[config.mk]
export PLATFORM = sky130hd
export DESIGN_NAME = pwm_duty_meter
export DESIGN_NICKNAME = d
export VERILOG_FILES = /design/src/rtl/pwm_duty_meter.sv
export SDC_FILE = /design/constraint.sdc
export NUM_CORES = 1
export LEC_CHECK = 0
export CORE_ASPECT_RATIO = 1.2
export CORE_MARGIN = 2
export CORE_UTILIZATION = 58
export CTS_BUF_LIST = sky130_fd_sc_hd__clkbuf_8
export DETAILED_ROUTE_END_ITERATION = 12
export PLACE_DENSITY = 0.82
export SYNTH_ARGS = -nofsm -noshare
export SYNTH_HDL_FRONTEND = slang
export SYNTH_SLANG_ARGS = --single-unit
[constraint.sdc]
create_clock -name clk -period 1.9 [get_ports clk]
set_input_delay 0.19 -clock clk [delete_from_list [all_inputs] [get_ports clk]]
set_output_delay 0.19 -clock clk [all_outputs]
set_load 0.03 [all_outputs]
[src/rtl/pwm_duty_meter.sv]
// pwm_duty_meter
// Measures the high time and rising-edge count of a PWM stream over
// back-to-back windows of WINDOW clock cycles, aligned to the first rising
// edge after enable. Each window's result goes out through a valid/ready
// output register; a result that cannot be stored sets a sticky overrun flag.
//
// Build option: define PWM_DUTY_SYNC_EN to pass pwm_in through a 2-flop
// synchronizer before it is sampled. This adds 2 cycles of input latency.
// Without it, pwm_in is assumed to come from the same clock domain.

module pwm_duty_meter #(
  parameter int WINDOW = 64,
  parameter int CNT_W  = 7
) (
  input  logic             clk,
  input  logic             rst_n,
  input  logic             enable,
  input  logic             pwm_in,
  output logic [CNT_W-1:0] duty_count,
  output logic [CNT_W-1:0] edge_count,
  output logic             out_valid,
  input  logic             out_ready,
  output logic             overrun
);

  typedef enum logic [1:0] {
    IDLE,
    ARM,
    MEASURE
  } state_t;

  localparam logic [CNT_W-1:0] LAST_IDX = CNT_W'(WINDOW - 1);
  localparam logic [CNT_W-1:0] ONE      = CNT_W'(1);

  state_t state, state_next;

  logic             s;
  logic             s_prev;
  logic             rise;

  logic [CNT_W-1:0] high_acc;
  logic [CNT_W-1:0] edge_acc;
  logic [CNT_W-1:0] idx;
  logic [CNT_W-1:0] high_next;
  logic [CNT_W-1:0] edge_next;

  logic             arm_hit;
  logic             measuring;
  logic             window_end;
  logic             load;
  logic             drop;

`ifdef PWM_DUTY_SYNC_EN
  logic sync_q1;
  logic sync_q2;

  // Two-flop synchronizer for an asynchronous PWM source
  always_ff @(posedge clk or negedge rst_n) begin
    if (!rst_n) begin
      sync_q1 <= 1'b0;
      sync_q2 <= 1'b0;
    end else begin
      sync_q1 <= pwm_in;
      sync_q2 <= sync_q1;
    end
  end

  assign s = sync_q2;
`else
  assign s = pwm_in;
`endif

  // Previous sample, tracked continuously so edges across window boundaries are seen
  always_ff @(posedge clk or negedge rst_n) begin
    if (!rst_n) begin
      s_prev <= 1'b0;
    end else begin
      s_prev <= s;
    end
  end

  assign rise = s & ~s_prev;

  // State register
  always_ff @(posedge clk or negedge rst_n) begin
    if (!rst_n) begin
      state <= IDLE;
    end else begin
      state <= state_next;
    end
  end

  // Next-state logic: dropping enable always returns to IDLE
  always_comb begin
    state_next = state;
    if (!enable) begin
      state_next = IDLE;
    end else begin
      case (state)
        IDLE:    state_next = ARM;
        ARM:     if (rise) state_next = MEASURE;
        MEASURE: state_next = MEASURE;
        default: state_next = IDLE;
      endcase
    end
  end

  // Control decodes from the current state
  always_comb begin
    arm_hit    = 1'b0;
    measuring  = 1'b0;
    window_end = 1'b0;
    if (enable) begin
      case (state)
        ARM:     arm_hit   = rise;
        MEASURE: begin
          measuring  = 1'b1;
          window_end = (idx == LAST_IDX);
        end
        default: begin
          arm_hit   = 1'b0;
          measuring = 1'b0;
        end
      endcase
    end
  end

  // Accumulator values including the sample presented this cycle
  always_comb begin
    high_next = high_acc + (s ? ONE : '0);
    edge_next = edge_acc + (rise ? ONE : '0);
  end

  // Window accumulators and sample index; the aligning edge is sample 0
  always_ff @(posedge clk or negedge rst_n) begin
    if (!rst_n) begin
      high_acc <= '0;
      edge_acc <= '0;
      idx      <= '0;
    end else if (!enable) begin
      high_acc <= '0;
      edge_acc <= '0;
      idx      <= '0;
    end else if (arm_hit) begin
      high_acc <= ONE;
      edge_acc <= ONE;
      idx      <= ONE;
    end else if (measuring) begin
      if (window_end) begin
        high_acc <= '0;
        edge_acc <= '0;
        idx      <= '0;
      end else begin
        high_acc <= high_next;
        edge_acc <= edge_next;
        idx      <= idx + ONE;
      end
    end
  end

  // A window result is stored if the register is empty or being drained this cycle
  assign load = window_end && (!out_valid || out_ready);
  assign drop = window_end && out_valid && !out_ready;

  // Output register with valid/ready handshake; contents survive enable dropping
  always_ff @(posedge clk or negedge rst_n) begin
    if (!rst_n) begin
      duty_count <= '0;
      edge_count <= '0;
      out_valid  <= 1'b0;
    end else if (load) begin
      duty_count <= high_next;
      edge_count <= edge_next;
      out_valid  <= 1'b1;
    end else if (out_valid && out_ready) begin
      out_valid  <= 1'b0;
    end
  end

  // Sticky overrun flag, cleared only by dropping enable
  always_ff @(posedge clk or negedge rst_n) begin
    if (!rst_n) begin
      overrun <= 1'b0;
    end else if (!enable) begin
      overrun <= 1'b0;
    end else if (drop) begin
      overrun <= 1'b1;
    end
  end

endmodule
Yosys cells after proc, flatten, opt, wreduce, memory -nomap -nowiden
Index checks and enable logic that the tools add are counted.
{"block": "word_totals", "ff_bits": 40, "inputBits": 5, "out_inout_bits": 16, "word_cells": 56}
{"block": "classes", "add_sub_neg": 3, "n_eq_ne": 6, "n_mux": 27, "bitwise_logic": 2, "reduce_logical": 9}
{"operator": "7-bit 2-to-1 mux", "count": 12}
{"operator": "7-bit by 1-bit adder with 7-bit output", "count": 2}
{"operator": "1-bit 2-to-1 mux", "count": 12}
{"operator": "7-bit by 1-bit adder with 7-bit output, second input constant", "count": 1}
{"operator": "7-bit by 6-bit equality test with 1-bit output, second input constant", "count": 1}
{"operator": "2-bit case mux with 3 select lines", "count": 1}
{"operator": "1-bit logical AND", "count": 4}
{"operator": "2-bit 2-to-1 mux", "count": 2}
{"operator": "3-bit by 1-bit != test with 1-bit output, second input constant", "count": 1}
{"operator": "3-bit != test, second input constant", "count": 1}
{"operator": "2-bit by 1-bit equality test with 1-bit output, second input constant", "count": 1}
{"operator": "2-bit equality test, second input constant", "count": 1}
{"operator": "1-bit zero test", "count": 2}
{"operator": "2-bit zero test", "count": 1}
{"operator": "2-bit by 1-bit != test with 1-bit output, second input constant", "count": 1}
{"operator": "2-bit nonzero test", "count": 1}
{"operator": "1-bit bitwise AND", "count": 1}
{"operator": "1-bit logical OR", "count": 1}
{"operator": "1-bit inverter", "count": 1}

Logic depth before layout (Yosys ltp)
Gate-level depths: netlist of run 1.
{"block": "logic_depth", "ltp_word": 8, "ltp_mapped": 8, "ltp_nobuf": 7}

Worst setup path before layout of run 1
OpenSTA, ideal clock, no wires.
{"block": "synth_path", "kind": "register to register", "start": "register state[0]", "end": "register edge_count[1]", "setup_time_ns": 0.125, "arrival_time_ns": 1.525, "required_ns": 1.775, "setup_slack_ns": 0.250, "stages_incl_launch_ff": 8, "path_buffers": 2, "period_less_slack_ns": 1.650, "path_cell_list": "dfrtp_1 > inv_1 > ha_1 > and3_1 > and4_4 > buf_6 > buf_12 > mux2_4"}
{"block": "synth_via", "elab_chain_len": 4}
{"item": "from (decl)", "line": "35", "rtl": "state_t state, state_next;"}
{"item": "from (signal assigned)", "line": "89", "rtl": "state <= state_next;"}
{"item": "2-bit equality test", "line": "114", "rtl": "case (state)"}
{"item": "1-bit 2-to-1 mux", "line": "114"}
{"item": "1-bit 2-to-1 mux", "line": "113", "rtl": "if (enable) begin"}
{"item": "1-bit logical AND", "line": "162", "rtl": "assign load = window_end && (!out_valid || out_ready);"}
{"item": "to (signal assigned)", "line": "173", "rtl": "edge_count <= edge_next;"}
{"item": "to (decl)", "line": "20", "rtl": "output logic [CNT_W-1:0] edge_count,"}
Every way passes these cells.
A chain may end at the register's enable or synchronous reset.

Worst setup path after layout of run 1
{"block": "layout_path", "start": "register state[0]", "end": "register edge_count[6]"}
The elaborated chain is that of the path after synthesis.

==> results.sh, run 1 <==
export IMPL_status="finished, final reports clean"
export IMPL_clk_latency_ns=0.30
export IMPL_critical_path_class="reg -> reg"
export IMPL_synth_area_mm2=0.00195
export IMPL_cts_clk_slew_worst_paths_ns=0.08
export IMPL_clock_path_buffers=2
export IMPL_crit_arrival_ns=1.92
export IMPL_crit_family="simple AND/OR/NAND/NOR gates"
export IMPL_grt_overflow_total=0
export IMPL_critPathMaxStageDelay_ns=0.40
export IMPL_min_path_type="in -> async"
export IMPL_first_pass_iters=4
export IMPL_ir_worst_vdd_mv=0.774
export IMPL_yosys_warnings=0
export IMPL_htreeDepth=2
export IMPL_ys_seq_area_share_pct=51.4
export IMPL_cts_tree="yes"
export IMPL_r2r_slack_ns=0.21
export IMPL_grt_max_degree=23
export IMPL_numPortBuffers=20
export IMPL_regArea_mm2=0.00100
export IMPL_fmax_mhz=591
export IMPL_worst_path_max_delay_cell="dfrtp_1"
export IMPL_layout_nets=224
export IMPL_remaining_drc_errors=0
export IMPL_clock_sinks=40
export IMPL_fp_coreArea_mm2=0.00328
export IMPL_fillCellCount=266
export IMPL_start_util_pct=59.3
export IMPL_antenna_found_initial=0
export IMPL_grt_first_pass_wirelength_um=6530
export IMPL_cp_required_ns=2.13
export IMPL_vias=1430
export IMPL_cts_resized_gates=0
export IMPL_grt_pass1_vias=1449
export IMPL_post_dp_hpwl_um=2780
export IMPL_cp_cell_sequence="inv_1 > ha_1 > and3_1 > and4_4 > buf_4 > nor2_1 > a21oi_1"
export IMPL_slew_headroom_pct=68.1
export IMPL_holdBufCountCts=1
export IMPL_drtAntennaViolNets=0
export IMPL_ys_types=34
export IMPL_vias_per_cell=5.74
export IMPL_period_minus_slack_ns=1.69
export IMPL_max_slew_worst_pin_slew_ns=0.478
export IMPL_postCtsSetupRepairBufs=0
export IMPL_drv_cap=0
export IMPL_timing_final_max_slew_violations=0
export IMPL_wl_per_cell_um=15.3
export IMPL_dpl_cell_area_mm2=0.00220
export IMPL_fin_skew_ns=0.00428
export IMPL_finalSetupViolCount=0
export IMPL_io_pins=21
export IMPL_rsz0062_at_grt="no"
export IMPL_post_route_cell_area_mm2=0.00230
export IMPL_fin_crit_sh_pct=89.0
export IMPL_start_kind="register"
export IMPL_clock_root_buffer="clkbuf_8"
export IMPL_multiInputGateArea_um2=863
export IMPL_hold_violations=0
export IMPL_drtIter0Drc=49
export IMPL_p_per_area_mw_per_mm2=795
export IMPL_area_growth_synth_to_final_pct=18.1
export IMPL_diodes=0
export IMPL_wl_met1_um=1560
export IMPL_gp_congestion=0.817
export IMPL_route_met3_wl_um=186
export IMPL_netlist_instances=180
export IMPL_syn_avg_cell_area_um2=10.8
export IMPL_rows=23
export IMPL_dieArea_mm2=0.00384
export IMPL_critical_path_buf_inv_count=2
export IMPL_setup_tns_ns=0
export IMPL_wl_met2_um=1990
export IMPL_die_x_um=56.9
export IMPL_leakagePower_nw=1.08
export IMPL_die_y_um=67.5
export IMPL_highest_layer="met4"
export IMPL_grtUsageTotal_pct=22.9
export IMPL_syn_nets=193
export IMPL_drt_wl_total_um=3810
export IMPL_end_kind="register"
export IMPL_cts_buffers=5
export IMPL_layout_drive_gt1_share_pct=14.6
export IMPL_crit_path_max_fanout=18
export IMPL_ys_ff_latch=40
## cell type report
class                           count  share of cell area (%)
Clock buffer                        6                    3.59
Clock inverter                      2                   0.435
Inverter                            6                   0.980
Multi-Input combinational cell    128                    37.6
Sequential cell                    40                    43.5
Tap cell                           37                    2.01
Timing Repair Buffer               30                    11.9
## synthesized netlist by cell type
cell / n / area, um^2
inv_1: 6 / 22.5
mux2_2: 3 / 33.8
a22o_1: 4 / 35.0
mux2i_1: 2 / 20.0
a31oi_1: 11 / 68.8
xor2_1: 6 / 52.6
mux2_4: 2 / 30.0
o21ai_0: 6 / 30.0
buf_12: 1 / 20.0
nor3b_2: 1 / 12.5
nor2_1: 16 / 60.1
xnor2_1: 7 / 61.3
and2b_4: 1 / 10.0
o311ai_0: 1 / 8.76
a211oi_1: 1 / 7.51
and3_4: 1 / 11.3
buf_2: 3 / 15.0
and4_4: 1 / 11.3
or2_2: 2 / 12.5
ha_1: 8 / 100
nand2_1: 14 / 52.6
nand3_1: 8 / 40.0
nor2b_1: 3 / 18.8
dfrtp_1: 40 / 1000
and3_1: 7 / 43.8
nand2b_1: 2 / 12.5
a21oi_1: 11 / 55.1
a21oi_2: 1 / 8.76
nand3b_1: 5 / 37.5
buf_6: 1 / 11.3
nand3_2: 1 / 10.0
nand4_1: 2 / 12.5
clkbuf_8: 1 / 13.8
and2_1: 1 / 6.26
## metrics by stage
stage | power, mW | util (%) | setup slack [ns] | hold WS, ns | instances
6_report | 1.83 | 70.1 | 0.209 | 0.371 | 249
5_1_grt | 1.92 | 70.1 | 0.0909 | 0.420 | 249
4_1_cts | 1.84 | 70.1 | 0.192 | 0.392 | 249
3_5_place_dp | 1.25 | 66.9 | -0.0853 | 0.169 | 240
3_3_place_gp | 1.23 | 66.9 | 0.0575 | 0.156 | 240
2_1_floorplan | 1.14 | - | 0.250 | -0.106 | 180
## kinds of logic (layout without fill, tap and decap cells)
logic type      after synthesis  count (layout)  synth area share (%)
compound gates               35              35                  11.0
xor+xnor                     13              13                  5.85
fa+ha+maj                     8               8                  5.14
buf+inv                      12              44                  4.24
flops                        40              40                  51.4
mux                           7               7                  4.31
simple gates                 65              65                  18.1
## path summary, 6_finish.rpt
path,endpoint,startpoint,cells past startpoint
min reg2reg,overrun$_DFFE_PN0P_,overrun$_DFFE_PN0P_,2
max,edge_count[6]$_DFFE_PN0P_,state[0]$_DFFE_PN0P_,7
max reg2reg,edge_count[6]$_DFFE_PN0P_,state[0]$_DFFE_PN0P_,7
min,edge_count[5]$_DFFE_PN0P_,rst_n,2
max in group asynchronous,idx[0]$_DFFE_PN0P_,rst_n,3
min in group clk,s_prev$_DFF_PN0_,pwm_in,1
## worst register-to-register path: stages (launching register included)
cell and delay (ns):
dfrtp_1 0.40, inv_1 0.09, ha_1 0.18, and3_1 0.23
and4_4 0.31, buf_4 0.23, nor2_1 0.06, a21oi_1 0.12
## routing by layer
layer / vias up / track usage, %
met3: 7 / 6.13
li1: 687 / -
met2: 37 / 39.9
met4: 0 / 12.5
met1: 699 / 25.4
met5: - / 0
## placed cells by master, fill, tap and decap left out, types with 3 or more instances in the layout
cell             count
clkdlybuf4s50_1     19
xor2_1               6
ha_1                 8
and3_1               7
xnor2_1              7
buf_4                9
nand3_1              8
nand3b_1             5
dfrtp_1             40
a22o_1               4
a31oi_1             11
inv_1                6
mux2_2               3
nor2_1              16
nand2_1             14
clkbuf_8             6
o21ai_0              6
nor2b_1              3
a21oi_1             11
## power by group
group | switching, mW | internal [mW] | total (mW) | leakage, nW
registers | 0.0292 | 0.893 | 0.922 | 0.554
clock network | 0.297 | 0.290 | 0.586 | 0.0510
logic | 0.188 | 0.132 | 0.320 | 0.471
total | 0.514 | 1.31 | 1.83 | 1.08
## state kept, by name, indices dropped and copies added, names as in the netlist
signal / count
idx: 7
overrun: 1
edge_count: 7
out_valid: 1
duty_count: 7
edge_acc: 7
state: 2
s_prev: 1
high_acc: 7
No activity file was read; power rests on OpenSTA's default activity.
==> run 2: changes to the inputs <==
CORE_UTILIZATION = 55   (was 58)
PLACE_DENSITY = 0.78   (was 0.82)
==> run 2 against run 1 <==
Register-to-register slack got worse by 0.05 ns; via count increased by 0.14%; design area is essentially flat; die area increased by 5.1%; flip-flop and latch count stayed put; hold slack improved by 0.0095 ns; largest power group unchanged.
==> results.sh, run 2 (same netlist as run 1, synthesis figures left out) <==
export IMPL_holdBufCountCts=1
export IMPL_period_minus_slack_ns=1.74
export IMPL_io_pins=21
export IMPL_clock_sinks=40
export IMPL_min_path_type="in -> async"
export IMPL_cts_clk_slew_worst_paths_ns=0.07
export IMPL_grt_overflow_total=0
export IMPL_multiInputGateArea_um2=863
export IMPL_internal_power_mw=1.31
export IMPL_final_cells=249
export IMPL_rsz0062_at_grt="no"
export IMPL_grtUsageTotal_pct=21.0
export IMPL_timing_final_ws_setup_ns=0.157
export IMPL_fin_crit_sh_pct=91.7
export IMPL_antenna_found_initial=0
export IMPL_cp_required_ns=2.11
export IMPL_die_x_um=58.3
export IMPL_area_growth_synth_to_final_pct=18.1
export IMPL_grt_max_degree=23
export IMPL_max_slew_worst_pin_slew_ns=0.473
export IMPL_die_y_um=69.2
export IMPL_vias=1432
export IMPL_pwr_share_clk_pct=31.5
export IMPL_hold_violations=0
export IMPL_critical_path_class="reg -> reg"
export IMPL_route_met3_wl_um=156
export IMPL_postCtsSetupRepairBufs=0
export IMPL_leakagePower_nw=1.07
export IMPL_pwr_share_seq_pct=50.9
export IMPL_crit_arrival_ns=1.96
export IMPL_rows=23
export IMPL_diodes=0
export IMPL_layout_drive_gt1_share_pct=14.2
export IMPL_placed_cells=240
export IMPL_clock_path_buffers=2
export IMPL_cts_tree="yes"
export IMPL_wl_met2_um=1930
export IMPL_pwr_share_comb_pct=17.5
export IMPL_first_pass_iters=5
export IMPL_drtAntennaViolNets=0
export IMPL_start_util_pct=57.8
export IMPL_vias_per_cell=5.75
export IMPL_end_kind="register"
export IMPL_finalSetupViolCount=0
export IMPL_ir_worst_vdd_mv=0.810
export IMPL_wl_per_cell_um=15.2
export IMPL_reg2reg_to="edge_count[4]$_DFFE_PN0P_"
export IMPL_cts_buffers=5
export IMPL_hold_slack_ns=0.380
export IMPL_crit_path_max_fanout=18
export IMPL_slew_headroom_pct=68.4
export IMPL_p_per_area_mw_per_mm2=789
export IMPL_setup_tns_ns=0
export IMPL_cts_resized_gates=0
export IMPL_fin_skew_ns=0.00612
export IMPL_final_common_cell="dfrtp_1"
export IMPL_numPortBuffers=20
export IMPL_dieArea_mm2=0.00403
export IMPL_switchingPower_mw=0.502
export IMPL_clk_latency_ns=0.29
export IMPL_drt_wl_total_um=3780
export IMPL_fillCellCount=266
export IMPL_htreeDepth=2
export IMPL_remaining_drc_errors=0
export IMPL_dpl_cell_area_mm2=0.00220
export IMPL_gp_congestion=0.807
export IMPL_drv_cap=0
export IMPL_fp_coreArea_mm2=0.00337
export IMPL_clock_root_buffer="clkbuf_8"
export IMPL_grt_pass1_vias=1524
export IMPL_layout_nets=224
export IMPL_regArea_mm2=0.00100
export IMPL_post_dp_hpwl_um=2770
export IMPL_fmax_mhz=574
export IMPL_status="finished, final reports clean"
export IMPL_timing_final_max_slew_violations=0
export IMPL_highest_layer="met4"
export IMPL_post_route_cell_area_mm2=0.00230
export IMPL_pre_cts_ws_ns=-0.0385
export IMPL_wl_met1_um=1600
export IMPL_grt_first_pass_wirelength_um=6580
export IMPL_worstReg2RegStart="state[0]$_DFFE_PN0P_"
export IMPL_drtIter0Drc=81
export IMPL_r2r_slack_ns=0.16
export IMPL_switching_share_pct=27.7
export IMPL_start_kind="register"
export IMPL_final_cell_mix="dfrtp_1, clkdlybuf4s50_1, nor2_1, nand2_1"
export IMPL_ff2ff_path_depth=7
## run 2: cell count changes in the layout (fill, tap and decap cells not counted), sizes merged
cell      delta
clkinvlp     +1
inv          +1
clkinv       -2
## run 2: layer usage
metal  vias to the layer above  track usage [%]
met5                         -                0
li1                        689                -
met3                        12             5.22
met2                        34             34.8
met4                         0             10.3
met1                       697             24.9
## run 2: how the worst max path moves through the flow
stage | startpoint | to | slack [ns] | depth (start not counted)
2_1_floorplan | state[0]$_DFFE_PN0P_ | edge_count[1]$_DFFE_PN0P_ | 0.25 | 7
3_3_place_gp | pwm_in | edge_acc[6]$_DFFE_PN0P_ | 0.06 | 8
3_5_place_dp | pwm_in | edge_acc[6]$_DFFE_PN0P_ | -0.04 | 8
4_1_cts | state[0]$_DFFE_PN0P_ | edge_count[3]$_DFFE_PN0P_ | 0.16 | 7
5_1_grt | state[0]$_DFFE_PN0P_ | edge_count[4]$_DFFE_PN0P_ | 0.04 | 7
6_report | state[0]$_DFFE_PN0P_ | edge_count[4]$_DFFE_PN0P_ | 0.16 | 7
## run 2: layout make-up
cell class / instances / share of cell area, %
Multi-Input combinational cell: 128 / 37.5
Inverter: 6 / 0.979
Clock inverter: 2 / 0.490
Timing Repair Buffer: 30 / 11.9
Tap cell: 37 / 2.01
Clock buffer: 6 / 3.59
Sequential cell: 40 / 43.5
## run 2: critical path: stages (launching register included)
cell,delay (ns)
dfrtp_1,0.40
inv_1,0.09
ha_1,0.17
and3_1,0.24
and4_4,0.32
buf_4,0.23
nor2_1,0.07
a21oi_1,0.14
## run 2: through the flow
| step | util [%] | total power, mW |
|---|---|---|
| after global routing | 68.3 | 1.91 |
| final | 68.3 | 1.81 |
| after CTS | 68.3 | 1.83 |
| after floorplan | - | 1.14 |
| after global placement | 65.2 | 1.23 |
| after detailed placement | 65.2 | 1.26 |
## run 2: power groups by stage
stage	combinational [mW]	sequential, mW	clock [mW]
2_1_floorplan	0.211	0.931	0
3_5_place_dp	0.318	0.940	0
6_report	0.318	0.924	0.572
5_1_grt	0.363	0.930	0.612
3_3_place_gp	0.296	0.934	0
4_1_cts	0.322	0.924	0.583
==> run 3: changes to the inputs <==
GPL_ROUTABILITY_DRIVEN = 0   (was default)
==> results of run 3 <==
No change in the layout: final DEF, timing and power equal those of run 2.
